**src/rtl/amber_ar_pkg.sv**
```systemverilog
// Shared types for the amber address-register ALU: op codes, flag bit positions
// and the per-stage control payload carried alongside the AR/DR data words.
package amber_ar_pkg;

  typedef enum logic [3:0] {
    OP_MOVA  = 4'd0,
    OP_MOVD  = 4'd1,
    OP_ADDAU = 4'd2,
    OP_SUBAU = 4'd3,
    OP_ADDAS = 4'd4,
    OP_SUBAS = 4'd5,
    OP_ADDAI = 4'd6,
    OP_SUBAI = 4'd7,
    OP_LEA   = 4'd8,
    OP_LDA   = 4'd9,
    OP_ADR   = 4'd10,
    OP_CMPA  = 4'd11,
    OP_TSTA  = 4'd12
  } ar_op_t;

  localparam int FLAG_Z = 0;
  localparam int FLAG_N = 1;
  localparam int FLAG_C = 2;
  localparam int FLAG_V = 3;

  typedef struct packed {
    logic [7:0] tag;
    logic       ar_we;
    logic       gp_we;
    logic       sr_we;
    logic       fault;
    logic [3:0] flags;
  } ar_ctrl_t;

endpackage

```
**src/rtl/ar_alu_core.sv**
```systemverilog
// Combinational stage-1 datapath of the AR ALU: decode, operand extension,
// ADDR_W+1 add/sub, flags and (with AMBER_AR_WRAP_TRAP_EN) address wrap detection.
module ar_alu_core
  import amber_ar_pkg::*;
#(
  parameter int ADDR_W = 48,
  parameter int DATA_W = 24,
  parameter int IMM_W  = 14
) (
  input  ar_op_t              op,
  input  logic                half,
  input  logic [ADDR_W-1:0]   pc,
  input  logic [IMM_W-1:0]    imm,
  input  logic [DATA_W-1:0]   src_gp,
  input  logic [ADDR_W-1:0]   src_ar,
  input  logic [ADDR_W-1:0]   tgt_ar,
  output logic [ADDR_W-1:0]   ar_result,
  output logic [DATA_W-1:0]   result,
  output logic [3:0]          flags,
  output logic                ar_we,
  output logic                gp_we,
  output logic                sr_we,
  output logic                fault
);

  function automatic logic ovf(input logic a_msb, input logic b_msb,
                               input logic r_msb, input logic is_sub);
    if (is_sub) return (a_msb != b_msb) && (r_msb != a_msb);
    else        return (a_msb == b_msb) && (r_msb != a_msb);
  endfunction

  logic signed [ADDR_W-1:0] gp_sx;
  logic signed [ADDR_W-1:0] imm_sx;
  logic        [ADDR_W-1:0] gp_zx;
  logic signed [ADDR_W-1:0] opa;
  logic signed [ADDR_W-1:0] opb;
  logic signed [ADDR_W-1:0] res;
  logic        [ADDR_W-1:0] mov_ar;
  logic        [ADDR_W:0]   wide;
  logic                     sub;
  logic                     arith;
  logic                     use_mov;
  logic                     ar_we_d;
  logic                     v_flag;

  assign gp_sx  = {{(ADDR_W-DATA_W){src_gp[DATA_W-1]}}, src_gp};
  assign gp_zx  = {{(ADDR_W-DATA_W){1'b0}}, src_gp};
  assign imm_sx = {{(ADDR_W-IMM_W){imm[IMM_W-1]}}, imm};

  always_comb begin
    opa     = '0;
    opb     = '0;
    sub     = 1'b0;
    arith   = 1'b0;
    use_mov = 1'b0;
    mov_ar  = '0;
    result  = '0;
    ar_we_d = 1'b0;
    gp_we   = 1'b0;
    sr_we   = 1'b0;
    case (op)
      OP_MOVA: begin
        use_mov = 1'b1;
        mov_ar  = half ? {src_gp, tgt_ar[DATA_W-1:0]} : {tgt_ar[ADDR_W-1:DATA_W], src_gp};
        ar_we_d = 1'b1;
      end
      OP_MOVD: begin
        result = half ? src_ar[ADDR_W-1:DATA_W] : src_ar[DATA_W-1:0];
        gp_we  = 1'b1;
      end
      OP_ADDAU: begin opa = tgt_ar; opb = gp_zx;  arith = 1'b1; ar_we_d = 1'b1; end
      OP_SUBAU: begin opa = tgt_ar; opb = gp_zx;  sub = 1'b1; arith = 1'b1; ar_we_d = 1'b1; end
      OP_ADDAS: begin opa = tgt_ar; opb = gp_sx;  arith = 1'b1; ar_we_d = 1'b1; end
      OP_SUBAS: begin opa = tgt_ar; opb = gp_sx;  sub = 1'b1; arith = 1'b1; ar_we_d = 1'b1; end
      OP_ADDAI: begin opa = tgt_ar; opb = imm_sx; arith = 1'b1; ar_we_d = 1'b1; end
      OP_SUBAI: begin opa = tgt_ar; opb = imm_sx; sub = 1'b1; arith = 1'b1; ar_we_d = 1'b1; end
      OP_LEA, OP_LDA: begin opa = src_ar; opb = imm_sx; arith = 1'b1; ar_we_d = 1'b1; end
      OP_ADR:   begin opa = pc;     opb = imm_sx; arith = 1'b1; ar_we_d = 1'b1; end
      OP_CMPA:  begin opa = tgt_ar; opb = src_ar; sub = 1'b1; arith = 1'b1; sr_we = 1'b1; end
      // ARt + 0 yields the operand itself with C=V=0, which is exactly the test result.
      OP_TSTA:  begin opa = tgt_ar; arith = 1'b1; sr_we = 1'b1; end
      default: ;
    endcase
  end

  assign wide   = sub ? ({1'b0, opa} - {1'b0, opb}) : ({1'b0, opa} + {1'b0, opb});
  assign res    = wide[ADDR_W-1:0];
  assign v_flag = ovf(opa[ADDR_W-1], opb[ADDR_W-1], res[ADDR_W-1], sub);

  always_comb begin
    flags = '0;
    if (arith) begin
      flags[FLAG_Z] = (res == '0);
      flags[FLAG_N] = res[ADDR_W-1];
      flags[FLAG_C] = wide[ADDR_W];
      flags[FLAG_V] = v_flag;
    end
  end

  assign ar_result = use_mov ? mov_ar : res;

`ifdef AMBER_AR_WRAP_TRAP_EN
  // Address ops treat ARt/ARs/pc as unsigned and the offset with its own sign,
  // so the true wrap test is a two-guard-bit range check rather than raw carry.
  logic [ADDR_W+1:0] span;
  logic              chk_u;
  logic              chk_s;
  logic              wrap;

  assign chk_u = op inside {OP_ADDAU, OP_SUBAU, OP_ADDAI, OP_SUBAI, OP_LEA, OP_ADR};
  assign chk_s = op inside {OP_ADDAS, OP_SUBAS};
  assign span  = sub ? ({2'b00, opa} - {{2{opb[ADDR_W-1]}}, opb})
                     : ({2'b00, opa} + {{2{opb[ADDR_W-1]}}, opb});
  assign wrap  = (chk_u && (span[ADDR_W+1:ADDR_W] != 2'b00)) || (chk_s && v_flag);
  assign fault = wrap;
  assign ar_we = ar_we_d & ~wrap;
`else
  assign fault = 1'b0;
  assign ar_we = ar_we_d;
`endif

endmodule

```
**src/rtl/ex_ar_alu_pipe.sv**
```systemverilog
// Pipelined AR ALU: ar_alu_core computes in stage 1, later stages only delay.
// Optional feature macro: AMBER_AR_WRAP_TRAP_EN (address wrap trap, see ar_alu_core).
module ex_ar_alu_pipe
  import amber_ar_pkg::*;
#(
  parameter int ADDR_W = 48,
  parameter int DATA_W = 24,
  parameter int IMM_W  = 14,
  parameter int STAGES = 2
) (
  input  logic                iw_clk,
  input  logic                iw_rst,
  input  logic                iw_valid,
  input  ar_op_t              iw_op,
  input  logic                iw_half,
  input  logic [ADDR_W-1:0]   iw_pc,
  input  logic [IMM_W-1:0]    iw_imm,
  input  logic [DATA_W-1:0]   iw_src_gp_val,
  input  logic [ADDR_W-1:0]   iw_src_ar_val,
  input  logic [ADDR_W-1:0]   iw_tgt_ar_val,
  input  logic [7:0]          iw_tag,
  input  logic                iw_stall,
  input  logic                iw_flush,
  output logic                ow_valid,
  output logic [7:0]          ow_tag,
  output logic [ADDR_W-1:0]   ow_ar_result,
  output logic                ow_ar_we,
  output logic [DATA_W-1:0]   ow_result,
  output logic                ow_gp_we,
  output logic [3:0]          ow_flags,
  output logic                ow_sr_we,
  output logic                ow_fault
);

  logic [ADDR_W-1:0] core_ar;
  logic [DATA_W-1:0] core_dr;
  ar_ctrl_t          core_ctrl;

  logic [ADDR_W-1:0] ar_p   [STAGES];
  logic [DATA_W-1:0] dr_p   [STAGES];
  ar_ctrl_t          ctrl_p [STAGES];
  logic [STAGES-1:0] vld_p;

  ar_alu_core #(
    .ADDR_W (ADDR_W),
    .DATA_W (DATA_W),
    .IMM_W  (IMM_W)
  ) u_core (
    .op        (iw_op),
    .half      (iw_half),
    .pc        (iw_pc),
    .imm       (iw_imm),
    .src_gp    (iw_src_gp_val),
    .src_ar    (iw_src_ar_val),
    .tgt_ar    (iw_tgt_ar_val),
    .ar_result (core_ar),
    .result    (core_dr),
    .flags     (core_ctrl.flags),
    .ar_we     (core_ctrl.ar_we),
    .gp_we     (core_ctrl.gp_we),
    .sr_we     (core_ctrl.sr_we),
    .fault     (core_ctrl.fault)
  );

  assign core_ctrl.tag = iw_tag;

  // Stage 1..STAGES valid chain: flush beats stall; an input beside flush is lost.
  always_ff @(posedge iw_clk) begin
    if (iw_rst || iw_flush) begin
      vld_p <= '0;
    end else if (!iw_stall) begin
      vld_p[0] <= iw_valid;
      for (int i = 1; i < STAGES; i++) vld_p[i] <= vld_p[i-1];
    end
  end

  // Stage 1..STAGES payload: stage 1 latches the core result, the rest shift.
  always_ff @(posedge iw_clk) begin
    if (!iw_stall) begin
      ar_p[0]   <= core_ar;
      dr_p[0]   <= core_dr;
      ctrl_p[0] <= core_ctrl;
      for (int i = 1; i < STAGES; i++) begin
        ar_p[i]   <= ar_p[i-1];
        dr_p[i]   <= dr_p[i-1];
        ctrl_p[i] <= ctrl_p[i-1];
      end
    end
  end

  // Output boundary: payload is never reset, so every field is gated by valid.
  assign ow_valid     = vld_p[STAGES-1];
  assign ow_tag       = ow_valid ? ctrl_p[STAGES-1].tag   : '0;
  assign ow_ar_result = ow_valid ? ar_p[STAGES-1]         : '0;
  assign ow_result    = ow_valid ? dr_p[STAGES-1]         : '0;
  assign ow_flags     = ow_valid ? ctrl_p[STAGES-1].flags : '0;
  assign ow_ar_we     = ow_valid & ctrl_p[STAGES-1].ar_we;
  assign ow_gp_we     = ow_valid & ctrl_p[STAGES-1].gp_we;
  assign ow_sr_we     = ow_valid & ctrl_p[STAGES-1].sr_we;
  assign ow_fault     = ow_valid & ctrl_p[STAGES-1].fault;

endmodule

```
**config.mk**
```make
export PLATFORM = sky130hd
export DESIGN_NAME = ex_ar_alu_pipe
export DESIGN_NICKNAME = d
export VERILOG_FILES = /design/src/rtl/amber_ar_pkg.sv /design/src/rtl/ar_alu_core.sv /design/src/rtl/ex_ar_alu_pipe.sv
export SDC_FILE = /design/constraint.sdc
export NUM_CORES = 1
export LEC_CHECK = 0
export ABC_CLOCK_PERIOD_IN_PS = 15950
export CORE_MARGIN = 2
export CORE_UTILIZATION = 40
export CTS_CLUSTER_DIAMETER = 60
export DETAILED_ROUTE_END_ITERATION = 6
export PLACE_DENSITY = 0.66
export SLEW_MARGIN = 20
export SYNTH_ARGS = -nofsm -noshare
export SYNTH_HDL_FRONTEND = slang
export SYNTH_HIERARCHICAL = 1
export SYNTH_SLANG_ARGS = --single-unit
export TNS_END_PERCENT = 1
```
**constraint.sdc**
```tcl
create_clock -name iw_clk -period 15.95 [get_ports iw_clk]
set_input_delay 2.3925 -clock iw_clk [delete_from_list [all_inputs] [get_ports iw_clk]]
set_output_delay 2.3925 -clock iw_clk [all_outputs]
set_load 0.01 [all_outputs]
```
# == Word-level counts from Yosys, hierarchy flattened ==
# Memories as Yosys holds them, arrays and structs flattened.
# Index checks and enable logic that the tools add are counted.
# Widths: inputs -> output; s select.
# word_totals
latchBits,0
n_memories,3
ff_bits,2
rom_bits,0
mem_bits_rw,176
out_inout_bits,89
inputBits,200
elab_cells,60
# mem_list
name,words,width,read_ports,rd_clocked_by_memory_dff,write_ports,line,text
ar_p,2,48,2,0,2,ex_ar_alu_pipe.sv:39,logic [ADDR_W-1:0] ar_p [STAGES];
dr_p,2,24,2,0,2,ex_ar_alu_pipe.sv:40,logic [DATA_W-1:0] dr_p [STAGES];
ctrl_p,2,16,2,0,2,ex_ar_alu_pipe.sv:41,ar_ctrl_t ctrl_p [STAGES];
# op_classes
reduce_logical,14
shifts,0
n_mul,0
bitwise,4
addsub,2
n_mux,21
order_cmp,0
eq_ne,15
div,0
# op_table
operator,count
$mux 48,4
$pmux 48 s4,1
$pmux 48 s3,1
$mux 24,3
$add 48x48->49,1
$mux 49,1
$sub 48x48->49,1
$logic_not 48->1,1
$eq 4x4->1 const B,5
$eq 4x3->1 const B,4
$reduce_or 11->1,1
$reduce_or 10->1,1
$eq 4x2->1 const B,2
$mux 1,8
$mux 4,2
$mux 8,1
$reduce_or 2->1,4
$reduce_or 8->1,1
$reduce_or 5->1,1
$and 1x1->1,4
$eq 4x1->1 const B,1
$logic_not 4->1,1
$reduce_or 4->1,1
$logic_and 1x1->1,2
other kinds (3),4

# == Logic depth before layout (Yosys ltp) ==
# Gate-level depths: netlist (run 1).
# logic_depth
word_depth,9
ltp_mapped,25
depth_no_buf,22

# == Modules after synthesis ==
# Netlist (run 1), hierarchy kept.
# by_module_without_submodules
mod,n_inst,cells_each,area_each_um2
ar_alu_core,1,1053,6801.5
ex_ar_alu_pipe,1,280,5963.2

# == Least setup slack after synthesis (run 1) ==
# OpenSTA, ideal clock, no wires.
# synth_path
path_type,input-to-reg
startpoint,in iw_op[3]
endpoint,"mem ctrl_p[0][0] (netlist name), data pin"
n_path_buf,4
path_stages,23
required_ns,15.781
slack_ns,8.201
arrival_ns,7.580
setup_time_ns,0.169
path_cell_list,clkbuf_1 -> nor2b_1 -> a22o_1 -> clkbuf_1 -> a222oi_1 -> ha_1 -> inv_1 -> nor4_1 -> and4_1 -> a211oi_1 -> buf_2 -> a21o_1 -> ha_1 -> clkbuf_1 -> nand4_1 -> or2_2 -> nand2b_1 -> a31oi_1 -> a31oi_1 -> xnor2_1 -> or4_1 -> or4b_1 -> nor4b_2
# synth_lines
element,line,text
"start, declared",ex_ar_alu_pipe.sv:14,"input ar_op_t iw_op,"
"end, declared",ex_ar_alu_pipe.sv:41,

==> run summary, run 1 <==
Finished Layout Cells: 1982
Hold Buf Count CTS: 0
Mapped Area: 12800 um^2
largest area contributor in the netlist: edfxtp_1
Slew headroom: 20.3%
status: finished clean
Clock Path Buffers: 2
gr usage total: 29.7%
core area: 31500 um^2
Fin. Hold Viols: 0
Seq/Total Area, Yosys: 41.7%
Chip Height: 183 um
H-tree Lvls: 4
worst setup path endpoint: ctrl_p[0][0]$_DFFE_PN_
Worst Setup SP: iw_op[3]
Worst VDD drop: 73.1 uV
post-CTS sizing: 0
initial antenna violation count: 1
design area: 16500 um^2
worst slew pin tran: 1.18 ns
Yosys top cell area share: 41.4%
routed wl met2: 21900 um
commonest non-fill, non-tap cell in the layout: clkdlybuf4s50_1
WL final: 50500 um
Pre-antenna DRT Iters: 7
placer congestion estimate: 1.03
RSZ-0062 raised after global routing: no
final setup fails: 0
FF-to-FF setup slack: 14.69 ns
vias: 11911
Final min period: 10.09 ns
total negative setup slack: 0 ns
Post-Syn Area per Cell: 9.58 um^2
Horiz. Die Dim: 183 um
worst path required time: 16.22 ns
crit-path cells: clkdlybuf4s50_1, nor2b_1, a22o_1, a222oi_1, ha_1, inv_1, nor4_1, and4_1, a21oi_1, nor2_1, a21o_1, ha_1, a21oi_1, nor2_1, a211oi_1, nand2_1, nor2_1, mux2i_1, a2111oi_0, and4b_1, o2111ai_1, nor4b_2
I/O pin cnt: 289
CTS clk-pin slew, worst paths: 0.08 ns
max incr delay on CP: 1.05 ns
Critical-path top delay cell: clkdlybuf4s50_1
Starting Density: 40.6%
M1 WL: 22500 um
first-pass GRT wire length: 73300 um
Buffers on Ports: 288
number of global-route vias before repair: 11201
Crit. End Element: flop
DRT iter0 DRCs: 1786
hold_ws: 0.414 ns
Cell variety after synth: 82
Synth Flop Type: edfxtp_1
Post-Place Cells: 1950
synthesized instance count: 1333
Vias/cell: 6.01
synth top area cells: edfxtp_1 (41%), mux2i_1 (5.2%), ha_1 (4.9%), and2_1 (4.9%), a21oi_1 (4.4%)
clock root cell: clkbuf_16
wire per inst: 25.5 um
R2R depth: 3
CP arrival: 10.36 ns
most frequent CP cell: nor2_1
max_cap viols: 0
reg2reg start: vld_p[1]$_SDFFE_PP0N_
Max Freq: 0.0991 GHz
clock sinks: 178
Clock Latency Late Sink: 0.43 ns
yosys synthesis warning count: 6
Die ar.: 33400 um^2
worst hold path class: reg -> reg
post-DP HPWL: 39900 um
Nets: 1818
Num CTS Buffers: 17
syn_nets: 1584
commonest non-fill, non-tap cells in the layout: clkdlybuf4s50_1 (287), edfxtp_1 (176), nand2_1 (115), a21oi_1 (111), nor2_1 (105)
RR Endpoint: vld_p[1]$_SDFFE_PP0N_
critical path class: in -> reg
P_leak: 0.00638 uW
Post-synth EDFFs: 176
maximum number of pins on one net before global-route repair: 95
hold path startpoint: dr_p[0][17]$_DFFE_PN_
final period utilization: 63.3%
share of flip-flops with an asynchronous set or reset: 0%
fraction of layout cells with a size suffix above 1: 5.45%
Post-CTS Setup Bufs: 0
critical-path maximum fanout: 26
Startpoint Class: input port
Area growth, synth to finish: 29.2%
CTS tree: yes
PD cells: 101 nW/um^2
DRC: 0
ANT nets after route: 0
uppermost routed layer: met4
FP Rows: 65
met3 routed WL: 3830 um
hold path cells: 0
GRT overflow: 0
Placed Area: 15900 um^2
Seq cells post-synth: 178
Max Clock Skew: 0.0114 ns
Final Max Tran Viols: 0
## sequential cells by signal (all words and copies together), names as in the netlist
signal,flops
dr_p,48
ar_p,96
vld_p,2
ctrl_p,32
## per-layer routing
metal  GRT usage, %  up-vias
met5              0        -
met4           13.6        0
met3           3.87      108
met2           44.0      652
met1           43.2     5704
li1               -     5447
## power breakdown
part	switching, uW	internal, uW
clock	189	234
combinational	386	220
sequential	16.9	611
total	593	1070
## cell type report
cell class	instances	area (um^2)
multi-input cells	1009	6880
well taps	402	503
repair buffers	300	2970
inverters	61	234
clock buffers	19	433
diodes	1	2.50
clock inverters	12	149
flip-flops and latches	178	5330
fillers	2944	15000
## through the flow
stage | power (uW) | setup WS, ns | util (%)
2_1_floorplan | 988 | 8.20 | -
3_3_place_gp | 1220 | 5.88 | 50.6
3_5_place_dp | 1220 | 5.68 | 50.6
4_1_cts | 1650 | 6.12 | 52.4
5_1_grt | 1730 | 5.50 | 52.4
6_report | 1660 | 5.86 | 52.4
## worst min path at each step
stage	endpoint
2_1_floorplan	ar_p[0][48]$_DFFE_PN_
3_3_place_gp	ar_p[0][51]$_DFFE_PN_
3_5_place_dp	ar_p[0][49]$_DFFE_PN_
4_1_cts	dr_p[0][41]$_DFFE_PN_
5_1_grt	ctrl_p[0][21]$_DFFE_PN_
6_report	dr_p[0][41]$_DFFE_PN_
## cell families after synthesis
kind of cell	synth area share, %
AO/OA/AOI/OAI	20.2
multiplexers	6.59
flip-flops	41.7
other	0.0294
adder cells (fa/ha/maj)	5.06
buffers and inverters	4.66
XOR/XNOR	4.19
AND/OR/NAND/NOR	17.6
## synthesized netlist by cell type (4+ instances only)
library cell and count:
buf_1 8, nor2_1 106, o211ai_1 10, nand3b_1 6, a21oi_1 112, o21ai_0 51
a22oi_1 4, ha_1 50, a222oi_1 55, mux2i_1 66, a31oi_1 9, nand2b_1 16
o41ai_1 4, xor2_1 35, a221oi_1 5, xnor2_1 26, o21ai_1 12, o21a_1 9
o31ai_1 4, nor4_1 7, nor3_1 15, a21o_1 39, nand4_1 17, a211oi_1 10
inv_1 61, nand2_1 115, clkbuf_1 58, or4_1 4, buf_2 13, edfxtp_1 176
or2_2 4, nand3_1 12, mux2_2 16, and2_1 99, o21bai_1 4, a221o_1 5
nor2b_1 16
## critical path, delay by kind of cell
family                     cells  cell delay, ns
buffers and inverters          2            1.11
muxes                          1            0.13
AOI/OAI and AO/OA              8            2.87
and+or+nand+nor                9            3.27
adders and majority gates      2            0.58
(Power assumes the default switching activity.)
==> inputs of run 2 (changes only) <==
--- a/config.mk
+++ b/config.mk
@@ -5,7 +5,7 @@
 export SDC_FILE = /design/constraint.sdc
 export NUM_CORES = 1
 export LEC_CHECK = 0
-export ABC_CLOCK_PERIOD_IN_PS = 15950
+export ABC_CLOCK_PERIOD_IN_PS = 9350
 export CORE_MARGIN = 2
 export CORE_UTILIZATION = 40
 export CTS_CLUSTER_DIAMETER = 60
==> constraint.sdc (replaced) <==
create_clock -name iw_clk -period 9.35 [get_ports iw_clk]
set_input_delay 1.4025 -clock iw_clk [delete_from_list [all_inputs] [get_ports iw_clk]]
set_output_delay 1.4025 -clock iw_clk [all_outputs]
set_load 0.01 [all_outputs]
==> run 2 against run 1 <==
Net effect:
- the flow now finishes with violations (design-rule violations)
- flip-flop and latch count stayed put
- setup slack worse by 4.7 ns
- sequential power up 70%
- clock power is 64% higher
- largest cell class unchanged
==> run summary, run 2 (synthesized netlist as in run 1, its figures left out) <==
Num CTS Buffers: 17 (unchanged)
PD cells: 170 nW/um^2 (+69%)
Fin. Hold Viols: 0 (unchanged)
CP arrival: 8.47 ns (-1.89 ns)
gr usage total: 30.3% (+0.51 points)
DRC: 32 (+32)
commonest non-fill, non-tap cells in the layout: clkdlybuf4s50_1 (287), edfxtp_1 (176), nand2_1 (115), a21oi_1 (111), nor2_1 (105)
DRT iter0 DRCs: 1681 (-5.9%)
max incr delay on CP: 0.70 ns (-0.35 ns)
Clock Path Buffers: 2 (unchanged)
Worst Setup SP: iw_op[2]
largest registers: ar_p x96, dr_p x48, ctrl_p x32
family with the most delay on the worst path: compound AO/OA/AOI/OAI gates
Critical-path top delay cell: a2111oi_0
Clock Latency Late Sink: 0.44 ns (about the same)
FILL cells: 2885 (-2.0%)
first-pass GRT wire length: 74100 um (+1.1%)
Pre-antenna DRT Iters: 7 (unchanged)
Max Clock Skew: 0.0118 ns (+0.000398 ns)
ANT cells: 0 (-1)
status: finished, violations left
CP bufs+invs: 2 (unchanged)
post-DP HPWL: 40700 um (+2.1%)
Hold Buf Count CTS: 0 (unchanged)
Die ar.: 33400 um^2 (unchanged)
vias: 11778 (-1.1%)
final setup fails: 0 (unchanged)
critical path class: in -> reg
Slew headroom: 35.3% (+15 points)
FP Rows: 65 (unchanged)
worst path required time: 9.63 ns (-6.59 ns)
maximum number of pins on one net before global-route repair: 91 (-4.2%)
Final Max Tran Viols: 0 (unchanged)
number of global-route vias before repair: 11096 (-0.94%)
ANT nets after route: 0 (unchanged)
critical-path maximum fanout: 14 (-46%)
Starting Density: 40.6% (unchanged)
worst hold path class: reg -> reg
Largest Register: ar_p
Startpoint Class: input port
crit-path cells: clkdlybuf4s50_1, nor2b_1, a22o_1, a222oi_1, ha_1, inv_1, nor4_1, and2_1, nand3_1, o21ai_1, nand2_1, xnor2_1, ha_1, a21o_1, a31o_2, nor2_1, a311oi_1, nor2_1, mux2i_1, a2111oi_0, and4b_1, o2111ai_1, nor4b_2
failing checks: design-rule violations
Max Freq: 0.122 GHz
post-CTS sizing: 0 (unchanged)
max reg flops: 96 (unchanged)
reg2reg start: vld_p[1]$_SDFFE_PP0N_
P_leak: 0.00640 uW (+0.27%)
Buffers on Ports: 288 (unchanged)
RSZ-0062 raised after global routing: no
max_cap viols: 0 (unchanged)
Horiz. Die Dim: 183 um (unchanged)
WL final: 51000 um (+0.90%)
worst slew pin tran: 0.968 ns (-0.213 ns)
CTS tree: yes
setup ws final: 1.16 ns (-4.69 ns)
GRT overflow: 0 (unchanged)
Post-Place Worst Slack: 0.922 ns (-4.76 ns)
commonest non-fill, non-tap cell in the layout: clkdlybuf4s50_1
hold path startpoint: ar_p[0][1]$_DFFE_PN_
total negative setup slack: 0 ns (unchanged)
Worst VDD drop: 138 uV (+89%)
Area growth, synth to finish: 29.3% (about the same)
clock root cell: clkbuf_16
core area: 31500 um^2 (unchanged)
I/O pin cnt: 289 (unchanged)
placer congestion estimate: 1.01 (-1.2%)
Crit. End Element: flop
Post-CTS Setup Bufs: 0 (unchanged)
Final min period: 8.19 ns
H-tree Lvls: 4 (unchanged)
initial antenna violation count: 0 (-1)
final period utilization: 87.6%
Vias/cell: 5.93 (-1.4%)
CTS clk-pin slew, worst paths: 0.08 ns (about the same)
fraction of layout cells with a size suffix above 1: 5.80% (+0.36 points)
clock sinks: 178 (unchanged)
Nets: 1823 (+0.28%)
wire per inst: 25.7 um (+0.65%)
Chip Height: 183 um (unchanged)
## run 2: cell count changes in the layout (fill, tap and decap cells not counted), sizes merged
cell / before / now
diode: 1 / 0
inv: 66 / 69
buf: 13 / 18
clkinv: 2 / 4
clkbuf: 19 / 17
bufinv: 2 / 0
## run 2: final timing paths
path	end	slack (ns)	depth (start not counted)
worst min-delay path	ar_p[0][49]$_DFFE_PN_	0.41	0
worst max register to register	vld_p[1]$_SDFFE_PP0N_	8.07	3
worst min register to register	ar_p[0][49]$_DFFE_PN_	0.41	0
worst max-delay path	ctrl_p[0][0]$_DFFE_PN_	1.16	23
## run 2: cell type report
class,count,area (um^2),area share (%)
Tap cell,402,503,3.05
Sequential cell,178,5330,32.3
Clock buffer,17,425,2.58
Timing Repair Buffer,305,3010,18.2
Clock inverter,15,125,0.758
Inverter,61,234,1.42
Multi-Input combinational cell,1009,6880,41.7
## run 2: per-stage QoR
stage | std cells | util (%) | power (uW) | instance area [um^2] | hold WS (ns)
floorplan | 1333 | - | 1690 | 12800 | 0.400
global placement | 1955 | 50.7 | 2100 | 15900 | 0.401
detailed placement | 1955 | 50.7 | 2090 | 15900 | 0.405
CTS | 1987 | 52.4 | 2790 | 16500 | 0.413
global route | 1987 | 52.5 | 2920 | 16500 | 0.423
finish | 1987 | 52.5 | 2800 | 16500 | 0.412
## run 2: per-layer routing
layer | part of all wire (%) | track usage (%) | up-vias
li1 | - | - | 5458
met1 | 45 | 44.4 | 5646
met2 | 45 | 46.4 | 602
met3 | 7.7 | 4.15 | 72
met4 | 2.6 | 9.13 | 0
met5 | 0 | 0 | -
## run 2: where the power goes
part	switching, uW	internal [uW]
logic	659	379
registers	27.9	1040
clock network	347	348
total	1030	1770
==> inputs of run 3 (changes only) <==
--- a/config.mk
+++ b/config.mk
@@ -10,6 +10,7 @@
 export CORE_UTILIZATION = 40
 export CTS_CLUSTER_DIAMETER = 60
 export DETAILED_ROUTE_END_ITERATION = 6
+export GPL_ROUTABILITY_DRIVEN = 0
 export PLACE_DENSITY = 0.66
 export SLEW_MARGIN = 20
 export SYNTH_ARGS = -nofsm -noshare
==> run 3 against run 2 <==
Net effect:
- the flow still finishes with violations (design-rule violations)
- sequential power hardly changed
- sequential share of layout area is essentially flat
- final area about the same
==> run summary, run 3 (synthesized netlist as in run 1, its figures left out) <==
status: finished, violations left
failing checks: design-rule violations
post-CTS sizing: 0 (unchanged)
Clock Latency Late Sink: 0.44 ns (about the same)
Clock Path Buffers: 2 (unchanged)
Final min period: 8.10 ns (-0.0900 ns)
Horiz. Die Dim: 183 um (unchanged)
gr usage total: 28.5% (-1.8 points)
design area: 16500 um^2 (about the same)
CTS tree: yes
wire per inst: 24.5 um (-4.4%)
Area growth, synth to finish: 29.2% (about the same)
Pre-antenna DRT Iters: 7 (unchanged)
Num CTS Buffers: 17 (unchanged)
Slew headroom: 33.3% (-2.1 points)
initial antenna violation count: 1 (+1)
GRT overflow: 0 (unchanged)
critical path class: in -> reg
RSZ-0062 raised after global routing: no
fraction of layout cells with a size suffix above 1: 5.74% (-0.059 points)
worst slew pin tran: 0.998 ns (+0.0307 ns)
final period utilization: 86.6% (-0.96 points)
ANT nets after route: 0 (unchanged)
Nets: 1822 (-0.055%)
H-tree Lvls: 4 (unchanged)
Final Max Tran Viols: 0 (unchanged)
I/O pin cnt: 289 (unchanged)
Post-CTS Setup Bufs: 0 (unchanged)
Placed Area: 15900 um^2 (about the same)
vias: 12094 (+2.7%)
Critical-path top delay cell: clkdlybuf4s50_1
final setup fails: 0 (unchanged)
Max Freq: 0.123 GHz (+1.1%)
CTS clk-pin slew, worst paths: 0.08 ns (about the same)
DRC: 20 (-38%)
Chip Height: 183 um (unchanged)
Max Clock Skew: 0.0111 ns (-0.000657 ns)
worst path required time: 9.63 ns (about the same)
clock root cell: clkbuf_16
Buffers on Ports: 288 (unchanged)
FP Rows: 65 (unchanged)
DRT iter0 DRCs: 1765 (+5.0%)
commonest non-fill, non-tap cells in the layout: clkdlybuf4s50_1 (287), edfxtp_1 (176), nand2_1 (115), a21oi_1 (111), nor2_1 (105)
Hold Buf Count CTS: 0 (unchanged)
clock sinks: 178 (unchanged)
first-pass GRT wire length: 70400 um (-5.0%)
crit-path cells: clkdlybuf4s50_1, nand2_1, a22o_1, a222oi_1, ha_1, inv_1, nor4_1, and2_1, a21oi_1, xor2_1, ha_1, nand2_1, a2111oi_0, o21ai_1, a311oi_1, nor2_1, mux2i_1, a2111oi_0, and4b_1, o2111ai_1, nor4b_2
post-DP HPWL: 38200 um (-6.2%)
WL final: 48800 um (-4.4%)
max_cap viols: 0 (unchanged)
hold_ws: 0.412 ns (+0.000271 ns)
commonest non-fill, non-tap cell in the layout: clkdlybuf4s50_1
Starting Density: 40.6% (unchanged)
number of global-route vias before repair: 11159 (+0.57%)
Startpoint Class: input port
PD cells: 168 nW/um^2 (-1.0%)
Worst VDD drop: 125 uV (-9.3%)
Crit. End Element: flop
Die ar.: 33400 um^2 (unchanged)
core area: 31500 um^2 (unchanged)
Fin. Hold Viols: 0 (unchanged)
max reg flops: 96 (unchanged)
max incr delay on CP: 0.93 ns (+0.23 ns)
critical-path maximum fanout: 20 (+6)
worst hold path class: reg -> reg
largest registers: ar_p x96, dr_p x48, ctrl_p x32
Largest Register: ar_p
maximum number of pins on one net before global-route repair: 91 (unchanged)
Vias/cell: 6.09 (+2.7%)
total negative setup slack: 0 ns (unchanged)
CP arrival: 8.38 ns (-0.09 ns)
P_leak: 0.00639 uW (-0.21%)
-- run 3: through the flow --
step / worst slack, ns / power, uW / utilization [%] / instances
2_1_floorplan: 2.59 / 1690 / - / 1333
3_3_place_gp: 1.35 / 2050 / 50.6 / 1954
3_5_place_dp: 1.09 / 2060 / 50.6 / 1954
4_1_cts: 1.52 / 2740 / 52.4 / 1986
5_1_grt: 0.784 / 2880 / 52.4 / 1987
6_report: 1.25 / 2770 / 52.4 / 1987
-- run 3: layout make-up --
class,count,area (um^2)
Antenna cell,1,2.50
Clock buffer,18,429
Clock inverter,14,123
Fill cell,2840,15000
Inverter,61,234
Multi-Input combinational cell,1009,6880
Sequential cell,178,5330
Tap cell,402,503
Timing Repair Buffer,304,3000
-- run 3: layer usage --
metal,global-route usage (%),wire [um],vias up
met1,38.6,19800,5699
li1,-,-,5454
met3,4.95,4630,144
met5,0,0,-
met4,16.3,3100,0
met2,43.1,21200,797
-- run 3: where the power goes --
group          switching [uW]  internal (uW)  total [uW]
Clock                     330            349         679
Sequential               29.0           1040        1070
Combinational             646            376        1020
-- run 3: path summary, 6_finish.rpt --
path	from	endpoint	slack [ns]	cells past startpoint
worst min register to register	dr_p[0][4]$_DFFE_PN_	dr_p[0][28]$_DFFE_PN_	0.41	0
worst max-delay path	iw_op[0]	ctrl_p[0][0]$_DFFE_PN_	1.25	21
worst max register to register	vld_p[1]$_SDFFE_PP0N_	vld_p[1]$_SDFFE_PP0N_	8.10	3
worst min-delay path	dr_p[0][4]$_DFFE_PN_	dr_p[0][28]$_DFFE_PN_	0.41	0
-- run 3: worst max-delay path: cells and delay by family --
family | cells | cell delay [ns]
buf+inv | 2 | 0.99
fa+ha+maj | 2 | 0.71
xor+xnor | 1 | 0.20
simple gates | 7 | 1.84
mux | 1 | 0.15
compound gates | 8 | 3.07
